File: config.mk
export PLATFORM = sky130hd
export DESIGN_NAME = ifft_twiddle_fetch
export DESIGN_NICKNAME = d
export VERILOG_FILES = /design/src/rtl/ifft_pkg.sv /design/src/rtl/ifft_tw_skid_fifo.sv /design/src/rtl/ifft_twiddle_fetch.sv
export SDC_FILE = /design/constraint.sdc
export NUM_CORES = 1
export LEC_CHECK = 0
export CAP_MARGIN = 10
export CORE_MARGIN = 10
export CORE_UTILIZATION = 45
export DETAILED_ROUTE_END_ITERATION = 7
export GPL_TIMING_DRIVEN = 1
export PLACE_DENSITY = 0.74
export SLEW_MARGIN = 10
export SYNTH_ARGS = -nofsm -noshare
export SYNTH_HDL_FRONTEND = slang
export SYNTH_SLANG_ARGS = --single-unit
File: constraint.sdc
create_clock -name clk -period 3.2 [get_ports clk]
set_input_delay 0.96 -clock clk [delete_from_list [all_inputs] [get_ports clk]]
set_output_delay 0.96 -clock clk [all_outputs]
set_load 0.02 [all_outputs]
File: src/rtl/ifft_pkg.sv
// Shared definitions for the IFFT twiddle read path: ROM geometry, Q8 constants,
// sequencer state encoding and the twiddle entry carried through the skid FIFO.
package ifft_pkg;

  localparam int unsigned DEPTH  = 28;
  localparam int unsigned ADDR_W = 5;
  localparam int unsigned DATA_W = 16;

  localparam logic [DATA_W-1:0] Q8_ONE = 16'h0100;

  typedef enum logic [1:0] {
    IDLE,
    RUN,
    DRAIN
  } tw_state_e;

  typedef struct packed {
    logic [DATA_W-1:0] re;
    logic [DATA_W-1:0] im;
    logic [ADDR_W-1:0] idx;
  } tw_entry_t;

  // Two's-complement negate that maps the most negative code to the most positive one.
  function automatic logic [DATA_W-1:0] sat_neg(input logic [DATA_W-1:0] x);
    if (x == {1'b1, {(DATA_W-1){1'b0}}})
      return {1'b0, {(DATA_W-1){1'b1}}};
    return (~x) + 1'b1;
  endfunction

endpackage

File: src/rtl/ifft_tw_skid_fifo.sv
// Two-entry first-word-fall-through FIFO of twiddle entries with occupancy count.
// When empty, an incoming write is visible at the head in the same cycle.
module ifft_tw_skid_fifo
  import ifft_pkg::*;
(
  input  logic      clk,
  input  logic      rst,
  input  logic      wr_en,
  input  tw_entry_t wr_data,
  input  logic      rd_en,
  output logic      valid,
  output tw_entry_t head,
  output logic [1:0] count
);

  tw_entry_t mem [2];
  logic      wr_ptr;
  logic      rd_ptr;
  logic      pop;
  logic      store;
  logic      take;

  assign valid = (count != 2'd0) | wr_en;
  assign head  = (count != 2'd0) ? mem[rd_ptr] : (wr_en ? wr_data : '0);
  assign pop   = rd_en & valid;
  // A write consumed in the same cycle by an empty FIFO bypasses storage entirely.
  assign store = wr_en & ~((count == 2'd0) & pop);
  assign take  = pop & (count != 2'd0);

  always_ff @(posedge clk) begin
    if (rst) begin
      count  <= '0;
      wr_ptr <= 1'b0;
      rd_ptr <= 1'b0;
    end else begin
      count <= count + {1'b0, wr_en} - {1'b0, pop};
      if (store)
        wr_ptr <= ~wr_ptr;
      if (take)
        rd_ptr <= ~rd_ptr;
    end
  end

  always_ff @(posedge clk) begin
    if (store)
      mem[wr_ptr] <= wr_data;
  end

endmodule

File: src/rtl/ifft_twiddle_fetch.sv
// Twiddle ROM read sequencer: walks addresses 0..DEPTH-1 once per start and streams
// {re, im, idx} over valid/ready. Define IFFT_TW_CONJ_EN to emit the conjugate twiddle.
module ifft_twiddle_fetch
  import ifft_pkg::*;
(
  input  logic              clk,
  input  logic              rst,
  input  logic              start,
  output logic [ADDR_W-1:0] rom_addr,
  input  logic [DATA_W-1:0] rom_re_data,
  input  logic [DATA_W-1:0] rom_im_data,
  output logic              tw_valid,
  input  logic              tw_ready,
  output logic [DATA_W-1:0] tw_re,
  output logic [DATA_W-1:0] tw_im,
  output logic [ADDR_W-1:0] tw_idx,
  output logic              busy,
  output logic              done
);

  localparam logic [ADDR_W-1:0] LAST = ADDR_W'(DEPTH - 1);

  tw_state_e         state;
  tw_state_e         state_nxt;
  logic              issue;
  logic              rd_pending;
  logic [ADDR_W-1:0] rd_idx;
  logic              hs;
  logic              last_addr;
  logic [1:0]        fifo_count;
  logic [DATA_W-1:0] im_in;
  tw_entry_t         wr_entry;
  tw_entry_t         head;

`ifdef IFFT_TW_CONJ_EN
  assign im_in = sat_neg(rom_im_data);
`else
  assign im_in = rom_im_data;
`endif

  assign wr_entry  = '{re: rom_re_data, im: im_in, idx: rd_idx};
  assign hs        = tw_valid & tw_ready;
  assign last_addr = (rom_addr == LAST);

  // Credit check: stored + in-flight entries, less the one leaving this cycle, stays below 2.
  assign issue = (state == RUN) &&
                 (({1'b0, fifo_count} + {2'b0, rd_pending}) < (3'd2 + {2'b0, hs}));

  ifft_tw_skid_fifo u_fifo (
    .clk     (clk),
    .rst     (rst),
    .wr_en   (rd_pending),
    .wr_data (wr_entry),
    .rd_en   (tw_ready),
    .valid   (tw_valid),
    .head    (head),
    .count   (fifo_count)
  );

  assign tw_re  = head.re;
  assign tw_im  = head.im;
  assign tw_idx = head.idx;
  assign busy   = (state != IDLE);

  always_comb begin
    state_nxt = state;
    done      = 1'b0;
    case (state)
      IDLE:  if (start) state_nxt = RUN;
      RUN:   if (issue && last_addr) state_nxt = DRAIN;
      DRAIN: begin
        if (hs && (head.idx == LAST)) begin
          state_nxt = IDLE;
          done      = 1'b1;
        end
      end
      default: state_nxt = IDLE;
    endcase
  end

  always_ff @(posedge clk) begin
    if (rst) begin
      state      <= IDLE;
      rom_addr   <= '0;
      rd_pending <= 1'b0;
      rd_idx     <= '0;
    end else begin
      state      <= state_nxt;
      rd_pending <= issue;
      if (issue) begin
        rd_idx   <= rom_addr;
        rom_addr <= last_addr ? '0 : rom_addr + 1'b1;
      end
    end
  end

endmodule

==> run metrics <==
design area=5310 µm²; CTS max path bufs=2; total grt overflow=0; clock latency on the worst-skew pair=350 ps; GRT Total Usage=13.7%; Switching Power=1400 µW; post-route clock skew=13.1 ps; RD Place Congestion=0.799; Clock Sinks=92; post-route insts no fill=540; via count=2843; Slew @ Worst Pin=1090 ps; Core Region=8640 µm²; DRC viols=0; average wire per standard cell=16.6 µm; share of the synthesized area in the top cell type=56.2%; status=complete, no violations; Rel. slew slack=27.4%; # Post-CTS Setup Buffers=0; Area growth syn-to-layout=34.3%; Post-Place Cells=524; worst hold path class=reg -> reg; DP Area=5140 µm²; Top-Level Pins=81; Top cell by count, worst path=clkdlybuf4s50_1; Combinational Power Share=43.4%; Synth Cell Area=3960 µm²; max_cap viols=0; cell count after synthesis=314; routed vias/inst=5.26; top post-synthesis cells by area=edfxtp_1 56%, dfxtp_1 9.1%, mux2i_1 8.9%, nand3_1 5.4%, o21ai_0 5.2%; CP top delay family=buffers and inverters; Tot Pwr=3740 µW; setup slack after layout=26.0 ps; final hold slack=510 ps; most frequent cell after synthesis=edfxtp_1; pwr dens=704 nW/µm²; startpoint types=input port; peak supply drop=339 µV; Setup crit end kind=output port; slowest cell on the critical path=clkdlybuf4s50_1; Leakage Power=0.00203 µW; pre-CTS WS=-55.4 ps; syn nets=355; worst-path cell chain=clkdlybuf4s50_1 > nand3_1 > o21ai_0 > clkdlybuf4s50_1; ant diodes=0; drt first pass iters=4; final WL=8.98 mm; YS warnings=0; Inserted Clock Buffers=9; fin crit period=3170 ps; share of cells above drive strength 1=14.8%; Root Driver=clkbuf_8; slowest cell delay on critical path=630 ps; top post-synthesis cells by count=74 x edfxtp_1, 43 x nand3_1, 41 x o21ai_0; final setup violating endpoints=0; register area share after synthesis=65.3%; # rows=34; maximum clock frequency=315 MHz; CTS tree=yes; period utilization=99.2%; EDFF count, synth=74; clock-pin slew of the registers on the worst-case setup and hold paths=80 ps; internal power=2340 µW; ys flop type=edfxtp_1; syn avg cell area=12.6 µm²; H-tree Lvls=3; starting density of the core=45.8%; CP Class=in -> out; post-synth cell types=36; first-pass GRT wire length=14.5 mm; Die Ht=114 µm; Clk pwr share=17.9%; CP max FO=2; Yosys top cell by area=edfxtp_1; detailed placement HPWL=6.29 mm; final hold violation count=0; largest net degree at the start of global routing=38; WP buf/inv=2; Arr. time, crit path=2210 ps; share of power burned in registers=38.7%; vias in the first global route=2900; RSZ-0062 raised after global routing=false; post-synthesis register bit count=92; IO Port Bufs=80; die area=12900 µm²; Slew Limit Fails=0; drt initial violations=132; initial antenna violation count=0; CP required=2240 ps; Switching Share=37.5%; nets=468; Async SR Flop Fraction=0%; Die Wd=114 µm; remaining antenna violation count=0
power groups by stage:
stage	logic, µW	clock network, µW	registers, µW
floorplan	984	0	1450
global placement	1710	0	1470
detailed placement	1740	0	1470
CTS	1660	687	1450
global route	1750	747	1460
finish	1620	668	1450
logic make-up (layout without fill, tap and decap cells):
logic type      Yosys count  count (layout)  synth area share, %
mux                      36              36                 9.14
flops                    92              92                 65.3
simple gates             83              83                 11.1
fa+ha+maj                 5               5                 1.58
compound gates           68              68                 9.30
xor+xnor                  4               4                0.886
buf+inv                  26             144                 2.72
worst paths after layout:
kind / startpoint / to / slack, ps / cells past startpoint
worst max register to register: u_fifo.count[1]$_SDFF_PP0_ / u_fifo.mem[0][19]$_DFFE_PP_ / 910 / 4
worst min-delay path: rd_idx[0]$_SDFFE_PP0P_ / u_fifo.mem[0][0]$_DFFE_PP_ / 510 / 0
worst max-delay path: rom_re_data[12] / tw_re[12] / 30 / 4
worst min register to register: rd_idx[0]$_SDFFE_PP0P_ / u_fifo.mem[0][0]$_DFFE_PP_ / 510 / 0
placed cells by master, fill, tap and decap left out, types with 3 or more instances in the layout:
cell	count
nor2_1	7
ha_1	5
mux2i_1	35
inv_1	6
buf_4	42
clkdlybuf4s50_1	48
dlygate4sd2_1	21
nand2b_1	5
nor4_1	4
o31ai_1	3
a21oi_1	13
nor2_4	3
o21ai_0	41
nand2_1	6
nand3_1	43
dlymetal6s2s_1	11
clkbuf_8	9
clkinv_2	3
a31oi_1	3
dfxtp_1	17
edfxtp_1	74
stage by stage:
step / setup TNS [ps] / util [%]
finish: 0 / 61.5
CTS: 0 / 61.2
detailed placement: -351 / 59.5
global route: 0 / 61.5
global placement: -116 / 59.5
floorplan: 0 / -
what timing repair did:
| item | 4_1_cts | 5_1_grt |
|---|---|---|
| hold buffers | 0 | 0 |
| endpoints found under the hold margin | 0 | 0 |
| resized for setup | 21 | 11 |
| gates cloned | 0 | 0 |
| endpoints found under the setup margin | 21 | 11 |
area by class of cell:
class | count | area [µm²]
clock buffer | 10 | 128
clock inverter | 6 | 40.0
fill | 701 | 3320
inverter | 6 | 22.5
multi-input combinational | 196 | 1280
sequential | 92 | 2580
tap | 108 | 135
timing repair buffer | 122 | 1120
per-layer routing:
layer,GRT usage (%),part of all wire (%),up-vias,wire length (µm)
met1,17.5,47,1361,4200
met4,4.23,1.0,0,91
met2,21.8,47,61,4240
met5,0,0,-,0
met3,3.99,5.0,9,451
li1,-,-,1412,-
sequential cells by signal, indices dropped and copies added (netlist names), named ones only:
| name | flops |
|---|---|
| rd_idx | 5 |
| rd_pending | 1 |
| rom_addr | 5 |
| state | 2 |
| u_fifo.count | 2 |
| u_fifo.mem | 74 |
| u_fifo.rd_ptr | 1 |
| u_fifo.wr_ptr | 1 |
No activity file was read; power rests on OpenSTA's default activity.
